==> src/rtl/alu_mdu_sequencer.sv <==
// ALU operation decoder plus an iterative RV32M multiply/divide sequencer.
// Define MDU_FAST_MUL_EN to compute multiplies in one cycle; divides always iterate.
module alu_mdu_sequencer #(
  parameter int unsigned XLEN = 32
) (
  input  logic            clk,
  input  logic            rst_n,
  input  logic [1:0]      ALUOp,
  input  logic [6:0]      Funct7,
  input  logic [2:0]      Funct3,
  input  logic            is_rtype,
  input  logic            in_valid,
  output logic            in_ready,
  input  logic [XLEN-1:0] op_a,
  input  logic [XLEN-1:0] op_b,
  output logic [3:0]      Operation,
  output logic            is_mdu,
  output logic            busy,
  output logic            out_valid,
  input  logic            out_ready,
  output logic [XLEN-1:0] mdu_result
);

  localparam int unsigned CNT_W = $clog2(XLEN) + 1;

  typedef enum logic [1:0] {StIdle, StCalc, StFix, StDone} state_e;

  state_e                state_q, state_d;
  logic [2:0]            f3_q, f3_d;
  logic                  neg_q, neg_d;
  logic [XLEN-1:0]       b_q, b_d;
  logic [XLEN-1:0]       result_q, result_d;
  logic [2*XLEN-1:0]     acc_q, acc_d;
  logic [CNT_W-1:0]      cnt_q, cnt_d;

  // ---------------------------------------------------------------------------
  // Base-ISA operation decode
  // ---------------------------------------------------------------------------
  assign is_mdu = (ALUOp == 2'b10) & is_rtype & (Funct7 == 7'b0000001);

  always_comb begin
    Operation = 4'b0000;
    case (ALUOp)
      2'b00: Operation = 4'b0010;
      2'b01: Operation = 4'b1000;
      2'b10: begin
        if (!is_mdu) begin
          case (Funct3)
            3'b111: Operation = 4'b0000;
            3'b110: Operation = 4'b0001;
            3'b000: Operation = (is_rtype && Funct7 == 7'b0100000) ? 4'b0110 : 4'b0010;
            3'b100: Operation = 4'b0011;
            3'b001: Operation = 4'b0100;
            3'b101: begin
              if (Funct7 == 7'b0000000)      Operation = 4'b0101;
              else if (Funct7 == 7'b0100000) Operation = 4'b0111;
              else                           Operation = 4'b0000;
            end
            3'b010:  Operation = 4'b1100;
            default: Operation = 4'b0000;
          endcase
        end
      end
      default: Operation = 4'b0000;
    endcase
  end

  // ---------------------------------------------------------------------------
  // Handshake and operand conditioning
  // ---------------------------------------------------------------------------
  logic            accept;
  logic            a_signed, b_signed, a_neg, b_neg;
  logic [XLEN-1:0] a_mag, b_mag;
  logic            div_zero, div_ovf;

  assign in_ready   = (state_q == StIdle);
  assign busy       = (state_q != StIdle);
  assign out_valid  = (state_q == StDone);
  assign mdu_result = result_q;
  assign accept     = in_valid & in_ready & is_mdu;

  always_comb begin
    // Mul: a signed for MUL/MULH/MULHSU, b signed for MUL/MULH. Div: DIV/REM signed.
    a_signed = Funct3[2] ? ~Funct3[0] : (Funct3[1:0] != 2'b11);
    b_signed = Funct3[2] ? ~Funct3[0] : ~Funct3[1];
    a_neg    = a_signed & op_a[XLEN-1];
    b_neg    = b_signed & op_b[XLEN-1];
    a_mag    = a_neg ? -op_a : op_a;
    b_mag    = b_neg ? -op_b : op_b;
    div_zero = Funct3[2] & (op_b == '0);
    div_ovf  = Funct3[2] & ~Funct3[0] & (op_a == {1'b1, {(XLEN-1){1'b0}}}) & (op_b == '1);
  end

`ifdef MDU_FAST_MUL_EN
  logic [2*XLEN-1:0] a_ext, b_ext, fast_prod;
  logic [XLEN-1:0]   fast_res;

  // Low 2*XLEN bits of the exact product are identical for any signedness mix.
  assign a_ext     = {{XLEN{a_neg}}, op_a};
  assign b_ext     = {{XLEN{b_neg}}, op_b};
  assign fast_prod = a_ext * b_ext;
  assign fast_res  = (Funct3[1:0] == 2'b00) ? fast_prod[XLEN-1:0] : fast_prod[2*XLEN-1:XLEN];
`endif

  // ---------------------------------------------------------------------------
  // Iterative datapath: shift-add multiply and restoring divide share acc_q
  // ---------------------------------------------------------------------------
  logic [XLEN:0]     mul_sum;
  logic [2*XLEN-1:0] mul_next;
  logic [XLEN:0]     rem_sh;
  logic              rem_ge;
  logic [XLEN-1:0]   rem_sub;
  logic [2*XLEN-1:0] div_next;

  assign mul_sum  = {1'b0, acc_q[2*XLEN-1:XLEN]} + {1'b0, b_q};
  assign mul_next = acc_q[0] ? {mul_sum, acc_q[XLEN-1:1]} : {1'b0, acc_q[2*XLEN-1:1]};

  // Shifted partial remainder needs one extra bit before the trial subtract.
  assign rem_sh   = acc_q[2*XLEN-1:XLEN-1];
  assign rem_ge   = (rem_sh >= {1'b0, b_q});
  assign rem_sub  = rem_sh[XLEN-1:0] - b_q;
  assign div_next = rem_ge ? {rem_sub, acc_q[XLEN-2:0], 1'b1}
                           : {rem_sh[XLEN-1:0], acc_q[XLEN-2:0], 1'b0};

  logic [2*XLEN-1:0] mul_full;
  logic [XLEN-1:0]   div_val, div_fix, fix_result;

  always_comb begin
    mul_full   = neg_q ? -acc_q : acc_q;
    div_val    = f3_q[1] ? acc_q[2*XLEN-1:XLEN] : acc_q[XLEN-1:0];
    div_fix    = neg_q ? -div_val : div_val;
    fix_result = div_fix;
    if (!f3_q[2]) begin
      fix_result = (f3_q[1:0] == 2'b00) ? mul_full[XLEN-1:0] : mul_full[2*XLEN-1:XLEN];
    end
  end

  // ---------------------------------------------------------------------------
  // Sequencer FSM
  // ---------------------------------------------------------------------------
  always_comb begin
    state_d  = state_q;
    f3_d     = f3_q;
    neg_d    = neg_q;
    b_d      = b_q;
    acc_d    = acc_q;
    cnt_d    = cnt_q;
    result_d = result_q;
    case (state_q)
      StIdle: begin
        if (accept) begin
          f3_d  = Funct3;
          // Remainders follow the dividend; everything else takes sign(a) ^ sign(b).
          neg_d = (Funct3[2] & Funct3[1]) ? a_neg : (a_neg ^ b_neg);
          b_d   = b_mag;
          acc_d = {{XLEN{1'b0}}, a_mag};
          cnt_d = '0;
          if (div_zero) begin
            result_d = Funct3[1] ? op_a : '1;
            state_d  = StDone;
          end else if (div_ovf) begin
            result_d = Funct3[1] ? '0 : op_a;
            state_d  = StDone;
`ifdef MDU_FAST_MUL_EN
          end else if (!Funct3[2]) begin
            result_d = fast_res;
            state_d  = StDone;
`endif
          end else begin
            state_d = StCalc;
          end
        end
      end
      StCalc: begin
        acc_d = f3_q[2] ? div_next : mul_next;
        cnt_d = cnt_q + CNT_W'(1);
        if (cnt_q == CNT_W'(XLEN - 1)) state_d = StFix;
      end
      StFix: begin
        result_d = fix_result;
        state_d  = StDone;
      end
      StDone: begin
        if (out_ready) state_d = StIdle;
      end
      default: state_d = StIdle;
    endcase
  end

  always_ff @(posedge clk or negedge rst_n) begin
    if (!rst_n) begin
      state_q  <= StIdle;
      f3_q     <= '0;
      neg_q    <= 1'b0;
      b_q      <= '0;
      acc_q    <= '0;
      cnt_q    <= '0;
      result_q <= '0;
    end else begin
      state_q  <= state_d;
      f3_q     <= f3_d;
      neg_q    <= neg_d;
      b_q      <= b_d;
      acc_q    <= acc_d;
      cnt_q    <= cnt_d;
      result_q <= result_d;
    end
  end

endmodule

==> config.mk <==
export PLATFORM = sky130hd
export DESIGN_NAME = alu_mdu_sequencer
export DESIGN_NICKNAME = d
export VERILOG_FILES = /design/src/rtl/alu_mdu_sequencer.sv
export SDC_FILE = /design/constraint.sdc
export NUM_CORES = 1
export LEC_CHECK = 0
export ABC_AREA = 1
export CAP_MARGIN = 10
export CORE_MARGIN = 3
export CORE_UTILIZATION = 30
export DETAILED_ROUTE_END_ITERATION = 6
export DONT_BUFFER_PORTS = 1
export PLACE_DENSITY = 0.54
export SYNTH_ARGS = -nofsm -noshare
export SYNTH_HDL_FRONTEND = slang
export SYNTH_SLANG_ARGS = --single-unit
==> constraint.sdc <==
create_clock -name clk -period 5.82 [get_ports clk]
set_input_delay 1.164 -clock clk [delete_from_list [all_inputs] [get_ports clk]]
set_output_delay 1.164 -clock clk [all_outputs]
set_load 0.02 [all_outputs]
Word level (Yosys, flattened, before mapping)
Index checks and enable logic that the tools add are counted.
{"block": "op_classes", "add_sub_neg": 7, "n_lt_le_gt_ge": 1, "n_eq_ne": 20, "n_mux": 35, "bitwise_logic": 14, "n_reduce_logical": 14}
{"op": "2-to-1 mux 32 bit", "n": 11}
{"op": "2-to-1 mux 64 bit", "n": 5}
{"op": "case mux 64 bit (2 select lines)", "n": 1}
{"op": "negator 32 bit", "n": 3}
{"op": "== test 32 bit (second input constant)", "n": 2}
{"op": "negator 64 bit", "n": 1}
{"op": "case mux 32 bit (2 select lines)", "n": 1}
{"op": "adder 32 x 32 -> 33 bit", "n": 1}
{"op": "greater-or-equal comparator 33 x 32 -> 1 bit", "n": 1}
{"op": "logical NOT 32 bit", "n": 1}
{"op": "subtractor 32 bit", "n": 1}
{"op": "case mux 4 bit (6 select lines)", "n": 1}
{"op": "case mux 4 bit (3 select lines)", "n": 1}
{"op": "case mux 6 bit (2 select lines)", "n": 1}
{"op": "bitwise AND 1 bit", "n": 11}
{"op": "2-to-1 mux 2 bit", "n": 5}
{"op": "== test 3 bit (second input constant)", "n": 3}
{"op": "2-to-1 mux 3 bit", "n": 3}
{"op": "case mux 2 bit (4 select lines)", "n": 1}
{"op": "== test 7 x 1 -> 1 bit (second input constant)", "n": 1}
{"op": "== test 7 x 6 -> 1 bit (second input constant)", "n": 1}
{"op": "logical NOT 7 bit", "n": 1}
{"op": "adder 6 x 1 -> 6 bit (second input constant)", "n": 1}
{"op": "== test 2 bit (second input constant)", "n": 3}
{"op": "other kinds (18)", "n": 30}
{"block": "totals", "ff_bits": 140, "in_bits": 81, "output_inout_bits": 40, "word_cells": 98}

Logic depth before layout (Yosys ltp)
Gate-level depths: netlist of the first run.
{"block": "logic_depth", "word_depth": 8, "ltp_mapped": 19, "mapped_depth_nobuf": 19}

Worst setup path after synthesis of the first run
No wires, ideal clock.
{"block": "synth_path", "path_kind": "input -> output", "startpoint": "input port Funct7[3]", "endpoint": "output port Operation[1]", "arrival_ps": 2320, "required_ps": 4656, "setup_slack_ps": 2336, "path_stages": 9, "n_path_buf": 0, "path_cell_list": "nor2_1 > inv_1 > nor2_1 > nand2_1 > nor4_1 > nand2_1 > o21ai_0 > nand2_1 > a21oi_1"}
{"block": "synth_between", "elab_chain_cells": 6, "word_cells_on_any_way": 9, "cone_classes": "eq/ne: 2; mux: 5; bitwise: 1; reduce/logical: 1"}
{"item": "start: declaration", "line_no": "9", "text": "input logic [6:0] Funct7,"}
{"item": "== test 7 x 6 -> 1 bit", "line_no": "56", "text": "else if (Funct7 == 7'b0100000) Operation = 4'b0111;"}
{"item": "2-to-1 mux 3 bit", "line_no": "56"}
{"item": "2-to-1 mux 3 bit", "line_no": "55", "text": "if (Funct7 == 7'b0000000) Operation = 4'b0101;"}
{"item": "case mux 4 bit (6 select lines)", "line_no": "48", "text": "case (Funct3)"}
{"item": "2-to-1 mux 4 bit *", "line_no": "47", "text": "if (!is_mdu) begin"}
{"item": "case mux 4 bit (3 select lines) *", "line_no": "43", "text": "case (ALUOp)"}
{"item": "end: declaration", "line_no": "16", "text": "output logic [3:0] Operation,"}
Mark *: on every way between the ends. The rest lies on a longest branch, timed or not.

Worst setup path after layout of the first run
{"block": "layout_path", "startpoint": "input port op_b[1]", "endpoint": "register result_q[26], in the netlist mdu_result[26]"}
{"block": "layout_between", "elab_chain_cells": 5, "word_cells_on_any_way": 9, "cone_classes": "eq/ne: 2; mux: 3; bitwise: 2; reduce/logical: 2"}
{"item": "start: declaration", "line_no": "15", "text": "input logic [XLEN-1:0] op_b,"}
{"item": "logical NOT 32 bit", "line_no": "90", "text": "div_zero = Funct3[2] & (op_b == '0);"}
{"item": "bitwise AND 1 bit", "line_no": "90"}
{"item": "2-to-1 mux 32 bit", "line_no": "158", "text": "if (div_zero) begin"}
{"item": "2-to-1 mux 32 bit", "line_no": "151", "text": "if (accept) begin"}
{"item": "case mux 32 bit (2 select lines)", "line_no": "149", "text": "case (state_q)"}
{"item": "end signal: assignment", "line_no": "206", "text": "result_q <= result_d;"}
{"item": "end: declaration", "line_no": "32", "text": "logic [XLEN-1:0] result_q, result_d;"}
Parallel ways exist; a longest one is shown, timed or not. The select of a mux whose other input is x is not followed.
A chain may end at the register's enable or synchronous reset.

==> results of run 1 <==
## per-stage QoR
step / hold WS, ns / instance area [um2] / util [%]
global route: 0.3525 / 19370 / 32.45
CTS: 0.3395 / 19370 / 32.45
finish: 0.3795 / 19370 / 32.45
floorplan: 0.4540 / 18320 / -
global placement: 0.4887 / 18800 / 31.50
detailed placement: 0.4950 / 18800 / 31.50
## kinds of logic after synthesis
family	count (synthesis)	synth area share [%]
and+or+nand+nor	1883	44.18
buffers and inverters	467	10.35
adders and majority gates	76	5.272
xor gates and xnor gates	52	2.486
AOI/OAI and AO/OA	623	18.60
DFF	140	19.12
## how the worst min path moves through the flow
stage                 start        endpoint  depth (start not counted)
finish                rst_n  mdu_result[28]                          0
global route          rst_n  mdu_result[28]                          0
CTS                   rst_n  mdu_result[28]                          0
detailed placement  f3_q[0]         f3_q[0]                          2
global placement    f3_q[0]         f3_q[0]                          2
floorplan           f3_q[0]         f3_q[0]                          2
## sequential cells by signal, indices dropped and copies added (netlist names)
| name | cells |
|---|---|
| acc_q | 64 |
| b_q | 32 |
| mdu_result | 32 |
| cnt_q | 6 |
| f3_q | 3 |
| state_q | 2 |
| neg_q | 1 |
## Yosys cell counts (16+ instances only)
master      n  share of area, %
o211ai_1   28               1.1
inv_1     322               6.6
clkbuf_1   70               1.4
buf_2      30              0.82
dfrtp_1   140                19
xor2_1     39               1.9
nand2_1   911                19
buf_1      16              0.33
nand3b_1   21              0.86
a21oi_1   239               6.5
nor3_1     27              0.74
o21ai_1    18              0.49
nor2_1    425               8.7
nand4_1    63               2.2
a31oi_1    28              0.96
ha_1       74               5.1
o21ai_0   249               6.8
nand3_1   355               9.7
## where the power goes
| group | total [mW] | switching (mW) | internal [mW] |
|---|---|---|---|
| Combinational | 5.77 | 4.03 | 1.74 |
| Sequential | 2.03 | 0.732 | 1.30 |
| Clock | 1.11 | 0.521 | 0.591 |
## area by class of cell
cell class | count | area, um2 | share of cell area [%]
Multi-Input combinational cell | 2634 | 12930 | 66.76
Sequential cell | 140 | 3512 | 18.13
Inverter | 333 | 1250 | 6.453
Tap cell | 773 | 967.2 | 4.994
Clock buffer | 17 | 425.4 | 2.196
Timing Repair Buffer | 19 | 142.6 | 0.7364
Clock inverter | 15 | 140.1 | 0.7235
## layer usage
metal	vias to the layer above	GRT usage (%)	routed length, um
li1	10560	-	-
met1	10230	35.03	36710
met2	938	36.93	33770
met3	143	3.811	5902
met4	0	10.23	3210
met5	-	0	0
## critical path: stages
cell and delay (ns):
inv_1 0.07, ha_1 0.24, nand2_1 0.09, nor2_1 0.20, nand2_1 0.12, nor2_4 0.50, nand2_2 0.68, nand3_2 0.30
nand2_2 0.15, buf_4 0.30, a21oi_1 0.21, a21oi_2 0.07
==> report_table.html, run 1 <==
<table>
<tr><th>Metric</th><th>Value</th></tr>
<tr><th colspan="2">Timing</th></tr>
<tr><td>Slew Viols, Final</td><td>0</td></tr>
<tr><td>Max-slew headroom</td><td>24.93%</td></tr>
<tr><td>Sum Neg Setup Slack</td><td>0 ns</td></tr>
<tr><td>Fin crit period</td><td>3.767 ns</td></tr>
<tr><td>Unrepaired setup endpoints after global routing</td><td>false</td></tr>
<tr><td>Clk_skew</td><td>0.009375 ns</td></tr>
<tr><td>Final worst-path cycle share</td><td>64.72%</td></tr>
<tr><td>Worst Slack Setup Final</td><td>2.053 ns</td></tr>
<tr><td>Pin slew with the least headroom to its limit</td><td>1.126 ns</td></tr>
<tr><td>Maximum clock frequency</td><td>265.5 MHz</td></tr>
<tr><td>Final hold violation count</td><td>0</td></tr>
<tr><td>Final setup violation count</td><td>0</td></tr>
<tr><th colspan="2">Placed design</th></tr>
<tr><td>Port Buffers</td><td>0</td></tr>
<tr><td>Number of placed instances, taps included</td><td>3899</td></tr>
<tr><td>Pre-CTS setup slack</td><td>1.587 ns</td></tr>
<tr><td>Final Wtd Congestion</td><td>0.9899</td></tr>
<tr><td>Detailed placement HPWL</td><td>63070 um</td></tr>
<tr><th colspan="2">Cells and area</th></tr>
<tr><td>Fraction of final layout cells sized beyond drive strength 1</td><td>4.560%</td></tr>
<tr><td>Layout Area Growth over Synthesis</td><td>5.716%</td></tr>
<tr><td>Diode count</td><td>0</td></tr>
<tr><td>Most common cell after layout, fill and taps aside</td><td>nand2_1</td></tr>
<tr><td>Number of standard cells in the layout, taps in and fillers out</td><td>3931</td></tr>
<tr><td>Commonest non-fill, non-tap cells in the layout</td><td>nand2_1 (911), nor2_1 (424), nand3_1 (355)</td></tr>
<tr><td>Number of nets in the layout</td><td>3302</td></tr>
<tr><td>Fill count</td><td>6899</td></tr>
<tr><th colspan="2">Floorplanning</th></tr>
<tr><td>Area of the core</td><td>0.05969 mm2</td></tr>
<tr><td>Die boundary height</td><td>253.1 um</td></tr>
<tr><td>Die outline width</td><td>253.1 um</td></tr>
<tr><td>Starting density of the core</td><td>30.70%</td></tr>
<tr><td>Area enclosed by the die boundary</td><td>0.06407 mm2</td></tr>
<tr><td>Row count</td><td>89</td></tr>
<tr><td>Top Ports</td><td>121</td></tr>
<tr><th colspan="2">Setup path</th></tr>
<tr><td>Type of element launching the critical path</td><td>primary input</td></tr>
<tr><td>Worst setup path start</td><td>op_b[1]</td></tr>
<tr><td>Critical R2R Capture</td><td>acc_q[52]</td></tr>
<tr><td>Worst reg-to-reg path cell count</td><td>10</td></tr>
<tr><td>Top fanout value on the critical path</td><td>51</td></tr>
<tr><td>Worst flop-to-flop path startpoint</td><td>acc_q[35]</td></tr>
<tr><td>Element type at the critical path end</td><td>register</td></tr>
<tr><td>Required time at the endpoint of the critical path</td><td>6.19 ns</td></tr>
<tr><td>Arrival time at the worst endpoint</td><td>4.14 ns</td></tr>
<tr><td>Startpoint-to-endpoint class of the critical path</td><td>primary input to register</td></tr>
<tr><td>CP endpoint</td><td>mdu_result[26]</td></tr>
<tr><td>Register-to-register setup slack</td><td>2.40 ns</td></tr>
<tr><th colspan="2">Synth</th></tr>
<tr><td>Cell area after synthesis</td><td>0.01832 mm2</td></tr>
<tr><td>Post-Synthesis Net Count</td><td>3398</td></tr>
<tr><td>Post-synthesis sequential area ratio</td><td>19.12%</td></tr>
<tr><td>Number of different library cells in the post-synthesis netlist</td><td>58</td></tr>
<tr><td>Number of flops mapped to enable cells by yosys</td><td>0</td></tr>
<tr><td>Synth warn</td><td>0</td></tr>
<tr><td>Post-Syn Instances</td><td>3241</td></tr>
<tr><td>Average size of a mapped cell</td><td>5.653 um2</td></tr>
<tr><td>Share of flip-flops with an asynchronous set or reset</td><td>100.0%</td></tr>
<tr><td>Number of storage elements in the synthesis netlist</td><td>140</td></tr>
<tr><td>Top_reg_cell synth</td><td>dfrtp_1</td></tr>
<tr><th colspan="2">Outcome</th></tr>
<tr><td>Run status</td><td>finished, violations left</td></tr>
<tr><td>Violations in the final reports</td><td>design-rule violations</td></tr>
<tr><th colspan="2">Routing</th></tr>
<tr><td>Vias per std cell</td><td>5.563</td></tr>
<tr><td>Vias</td><td>21870</td></tr>
<tr><td>Total wire length</td><td>79590 um</td></tr>
<tr><td>First drt pass iteration count</td><td>7</td></tr>
<tr><td>Violation count after the first detailed-route iteration</td><td>2405</td></tr>
<tr><td>Remaining DRCs</td><td>6</td></tr>
<tr><td>Routed wirelength normalized by instance count</td><td>20.25 um</td></tr>
<tr><td>Remaining number of nets flagged by the antenna check after routing</td><td>0</td></tr>
<tr><th colspan="2">Pwr</th></tr>
<tr><td>Overall power consumption</td><td>8.916 mW</td></tr>
<tr><td>Leak Pwr</td><td>9.311 nW</td></tr>
<tr><td>Ratio of total power to cell area</td><td>460.3 mW/mm2</td></tr>
<tr><td>Worst vdd ir</td><td>0.3946 mV</td></tr>
<tr><th colspan="2">Global routing</th></tr>
<tr><td>Largest net degree at the start of global routing</td><td>141</td></tr>
<tr><td>Number of antenna violations at the first check in global routing</td><td>1</td></tr>
<tr><td>Global-route wire length before repair</td><td>121000 um</td></tr>
<tr><td>Vias in the first global route</td><td>19770</td></tr>
<tr><td>Overall Global Routing Usage</td><td>24.61%</td></tr>
<tr><td>Sum of overflow across all layers after global routing</td><td>0</td></tr>
<tr><th colspan="2">Clock network</th></tr>
<tr><td>Post-cts hold buffer count</td><td>0</td></tr>
<tr><td>H-tree lvl count</td><td>4</td></tr>
<tr><td>Clock Path Buffers</td><td>2</td></tr>
<tr><td>Number of gates resized after cts</td><td>0</td></tr>
<tr><td>TritonCTS Buffers</td><td>17</td></tr>
<tr><td>Skew-Pair Late Insertion Delay</td><td>0.48 ns</td></tr>
<tr><td>Worst-path clk slew</td><td>0.07 ns</td></tr>
<tr><td>Post-CTS setup-driven buffer insertion count</td><td>0</td></tr>
<tr><td>TritonCTS clock tree</td><td>done</td></tr>
<tr><td>Root cell of the clock tree</td><td>clkbuf_16</td></tr>
<tr><td># clock sinks</td><td>140</td></tr>
<tr><th colspan="2">Worst hold path</th></tr>
<tr><td>Worst min-delay path category</td><td>primary input to asynchronous set/reset pin</td></tr>
<tr><th colspan="2">Run</th></tr>
<tr><td>Number of max-cap violations</td><td>0</td></tr>
</table>
(Power assumes the default switching activity.)
==> run 2: changes to the inputs <==
PLACE_DENSITY = 0.55   (was 0.54)
clock period = 3.4 ns   (was 5.82 ns; I/O delays follow)
==> report_table.html, run 2 (synthesis gave the netlist of run 1 again) <==
<table>
<tr><th>Metric</th><th>Value</th></tr>
<tr><th colspan="2">Cells and area</th></tr>
<tr><td>Fill count</td><td>6843 (-0.81%)</td></tr>
<tr><td>Diode count</td><td>0 (unchanged)</td></tr>
<tr><td>Number of nets in the layout</td><td>3362 (+1.8%)</td></tr>
<tr><td>Largest Register</td><td>acc_q</td></tr>
<tr><td>Commonest non-fill, non-tap cells in the layout</td><td>nand2_1 (911), nor2_1 (424), nand3_1 (355)</td></tr>
<tr><td>Seq. cell area</td><td>0.003512 mm2 (unchanged)</td></tr>
<tr><td>Largest register FFs</td><td>64 (unchanged)</td></tr>
<tr><td>Most common cell after layout, fill and taps aside</td><td>nand2_1</td></tr>
<tr><td>Layout Area Growth over Synthesis</td><td>8.783%</td></tr>
<tr><td>Number of standard cells in the layout, taps in and fillers out</td><td>3991 (+1.5%)</td></tr>
<tr><td>Fraction of final layout cells sized beyond drive strength 1</td><td>6.339% (+1.8 points)</td></tr>
<tr><td>Area of combinational cells with multiple inputs</td><td>0.01293 mm2 (unchanged)</td></tr>
<tr><th colspan="2">Setup path</th></tr>
<tr><td>Ordered cell list for the critical path</td><td>ha_1, nand2_1, nor2_1, nand3_1, nor3_1, nor2_2, nand2_4, buf_4, nand2_1, o21ai_0, nand2_1, nand3_1, nand2_1</td></tr>
<tr><td>CP most frequent cell</td><td>nand2_1</td></tr>
<tr><td>CP endpoint</td><td>acc_q[32]</td></tr>
<tr><td>Max stage delay on crit path</td><td>0.50 ns (-0.18 ns)</td></tr>
<tr><td>Worst reg-to-reg path cell count</td><td>13 (+3)</td></tr>
<tr><td>Worst path depth</td><td>13 (+1)</td></tr>
<tr><td>Arrival time at the worst endpoint</td><td>3.40 ns (-0.74 ns)</td></tr>
<tr><td>Worst setup path start</td><td>acc_q[36]</td></tr>
<tr><td>Number of buffer and inverter stages on the critical path</td><td>1 (-1)</td></tr>
<tr><td>Top fanout value on the critical path</td><td>21 (-59%)</td></tr>
<tr><td>Largest delay contributor family on the critical path</td><td>simple AND/OR/NAND/NOR gates</td></tr>
<tr><td>Required time at the endpoint of the critical path</td><td>3.76 ns (-2.43 ns)</td></tr>
<tr><td>Critical R2R Capture</td><td>acc_q[32]</td></tr>
<tr><td>Standard cell with the maximum stage delay on the critical path</td><td>dfrtp_1</td></tr>
<tr><td>Startpoint-to-endpoint class of the critical path</td><td>register to register</td></tr>
<tr><td>Worst flop-to-flop path startpoint</td><td>acc_q[36]</td></tr>
<tr><td>Type of element launching the critical path</td><td>register</td></tr>
<tr><td>Register-to-register setup slack</td><td>0.36 ns (-2.04 ns)</td></tr>
<tr><td>Element type at the critical path end</td><td>register</td></tr>
<tr><th colspan="2">Placed design</th></tr>
<tr><td>Detailed placement HPWL</td><td>65880 um (+4.5%)</td></tr>
<tr><td>Final Wtd Congestion</td><td>1.004 (+1.4%)</td></tr>
<tr><td>Number of placed instances, taps included</td><td>3959 (+1.5%)</td></tr>
<tr><td>Port Buffers</td><td>0 (unchanged)</td></tr>
<tr><td>Pre-CTS setup slack</td><td>0.007720 ns (-1.579 ns)</td></tr>
<tr><th colspan="2">Global routing</th></tr>
<tr><td>Number of antenna violations at the first check in global routing</td><td>1 (unchanged)</td></tr>
<tr><td>Global-route wire length before repair</td><td>122600 um (+1.3%)</td></tr>
<tr><td>Overall Global Routing Usage</td><td>25.15% (+0.54 points)</td></tr>
<tr><td>Largest net degree at the start of global routing</td><td>141 (unchanged)</td></tr>
<tr><td>Vias in the first global route</td><td>19880 (+0.54%)</td></tr>
<tr><td>Sum of overflow across all layers after global routing</td><td>0 (unchanged)</td></tr>
<tr><th colspan="2">Routing</th></tr>
<tr><td>Vias</td><td>22000 (+0.61%)</td></tr>
<tr><td>Remaining DRCs</td><td>0 (-6)</td></tr>
<tr><td>Total wire length</td><td>82260 um (+3.4%)</td></tr>
<tr><td>Remaining number of nets flagged by the antenna check after routing</td><td>0 (unchanged)</td></tr>
<tr><td>First drt pass iteration count</td><td>7 (unchanged)</td></tr>
<tr><td>Vias per std cell</td><td>5.513 (-0.90%)</td></tr>
<tr><td>Routed wirelength normalized by instance count</td><td>20.61 um (+1.8%)</td></tr>
<tr><td>Violation count after the first detailed-route iteration</td><td>2476 (+3.0%)</td></tr>
<tr><th colspan="2">Floorplanning</th></tr>
<tr><td>Area enclosed by the die boundary</td><td>0.06407 mm2 (unchanged)</td></tr>
<tr><td>Die boundary height</td><td>253.1 um (unchanged)</td></tr>
<tr><td>Top Ports</td><td>121 (unchanged)</td></tr>
<tr><td>Row count</td><td>89 (unchanged)</td></tr>
<tr><td>Area of the core</td><td>0.05969 mm2 (unchanged)</td></tr>
<tr><td>Starting density of the core</td><td>30.70% (unchanged)</td></tr>
<tr><td>Die outline width</td><td>253.1 um (unchanged)</td></tr>
<tr><th colspan="2">Pwr</th></tr>
<tr><td>Ratio of total power to cell area</td><td>801.4 mW/mm2 (+74%)</td></tr>
<tr><td>Worst vdd ir</td><td>0.5682 mV (+44%)</td></tr>
<tr><td>Overall power consumption</td><td>15.97 mW (+79%)</td></tr>
<tr><td>Leak Pwr</td><td>9.684 nW (+4.0%)</td></tr>
<tr><th colspan="2">Outcome</th></tr>
<tr><td>Violations in the final reports</td><td>negative hold slack</td></tr>
<tr><td>Run status</td><td>finished, violations left</td></tr>
<tr><th colspan="2">Timing</th></tr>
<tr><td>Pin slew with the least headroom to its limit</td><td>0.8886 ns (-0.2375 ns)</td></tr>
<tr><td>Final worst-path cycle share</td><td>89.36%</td></tr>
<tr><td>Maximum clock frequency</td><td>329.2 MHz</td></tr>
<tr><td>Slew Viols, Final</td><td>0 (unchanged)</td></tr>
<tr><td>Unrepaired setup endpoints after global routing</td><td>false</td></tr>
<tr><td>Hold WS</td><td>-0.1090 ns (-0.4884 ns)</td></tr>
<tr><td>Fin crit period</td><td>3.038 ns</td></tr>
<tr><td>Final setup violation count</td><td>0 (unchanged)</td></tr>
<tr><td>Final hold violation count</td><td>140 (+140)</td></tr>
<tr><td>Clk_skew</td><td>0.02410 ns (+0.01473 ns)</td></tr>
<tr><td>Max-slew headroom</td><td>40.76% (+16 points)</td></tr>
<tr><td>Worst Slack Setup Final</td><td>0.3619 ns (-1.691 ns)</td></tr>
<tr><td>Sum Neg Setup Slack</td><td>0 ns (unchanged)</td></tr>
<tr><th colspan="2">Clock network</th></tr>
<tr><td>Post-CTS setup-driven buffer insertion count</td><td>0 (unchanged)</td></tr>
<tr><td>Clock Path Buffers</td><td>2 (unchanged)</td></tr>
<tr><td>Worst-path clk slew</td><td>0.08 ns (about the same)</td></tr>
<tr><td>Skew-Pair Late Insertion Delay</td><td>0.48 ns (about the same)</td></tr>
<tr><td>H-tree lvl count</td><td>4 (unchanged)</td></tr>
<tr><td># clock sinks</td><td>140 (unchanged)</td></tr>
<tr><td>TritonCTS clock tree</td><td>done</td></tr>
<tr><td>Number of gates resized after cts</td><td>0 (unchanged)</td></tr>
<tr><td>Root cell of the clock tree</td><td>clkbuf_16</td></tr>
<tr><td>TritonCTS Buffers</td><td>17 (unchanged)</td></tr>
<tr><th colspan="2">Worst hold path</th></tr>
<tr><td>Worst min-delay path category</td><td>primary input to asynchronous set/reset pin</td></tr>
<tr><th colspan="2">Run</th></tr>
<tr><td>Number of max-cap violations</td><td>0 (unchanged)</td></tr>
</table>
## run 2: cell count changes in the layout (fill, tap and decap cells not counted), sizes merged
cell      change
clkinv        +4
buf          +60
bufinv        +3
clkinvlp      -6
inv           -1
## run 2: layout make-up
type	instances	share of cell area [%]
clock buffers	17	2.134
clock inverters	15	1.074
inverters	333	6.272
multi-input cells	2634	64.88
flip-flops and latches	140	17.62
well taps	773	4.853
repair buffers	79	3.164
## run 2: per-layer routing
layer  GRT usage (%)  wire [um]  vias to the layer above
met2           37.30      34690                     1031
met1           34.71      36220                    10130
met3           5.659       7381                      179
met4           11.39       3962                        0
met5               0          0                        -
li1                -          -                    10660
## run 2: how the worst min path moves through the flow
| stage | slack [ns] | depth (start not counted) | end | start |
|---|---|---|---|---|
| detailed placement | 0.39 | 0 | mdu_result[27] | rst_n |
| CTS | -0.14 | 0 | mdu_result[27] | rst_n |
| finish | -0.11 | 0 | mdu_result[27] | rst_n |
| global route | -0.12 | 0 | mdu_result[27] | rst_n |
| floorplan | 0.38 | 0 | acc_q[0] | rst_n |
| global placement | 0.39 | 0 | mdu_result[27] | rst_n |
## run 2: stage by stage
stage	cell area [um2]	utilization [%]
2_1_floorplan	18320	-
3_3_place_gp	19290	32.32
3_5_place_dp	19290	32.32
4_1_cts	19930	33.39
5_1_grt	19930	33.39
6_report	19930	33.39
## run 2: power breakdown
part / total, mW / internal (mW) / switching, mW
sequential: 3.14 / 2.23 / 0.915
combinational: 10.7 / 3.27 / 7.43
clock: 2.13 / 1.24 / 0.892
total: 16.0 / 6.74 / 9.24
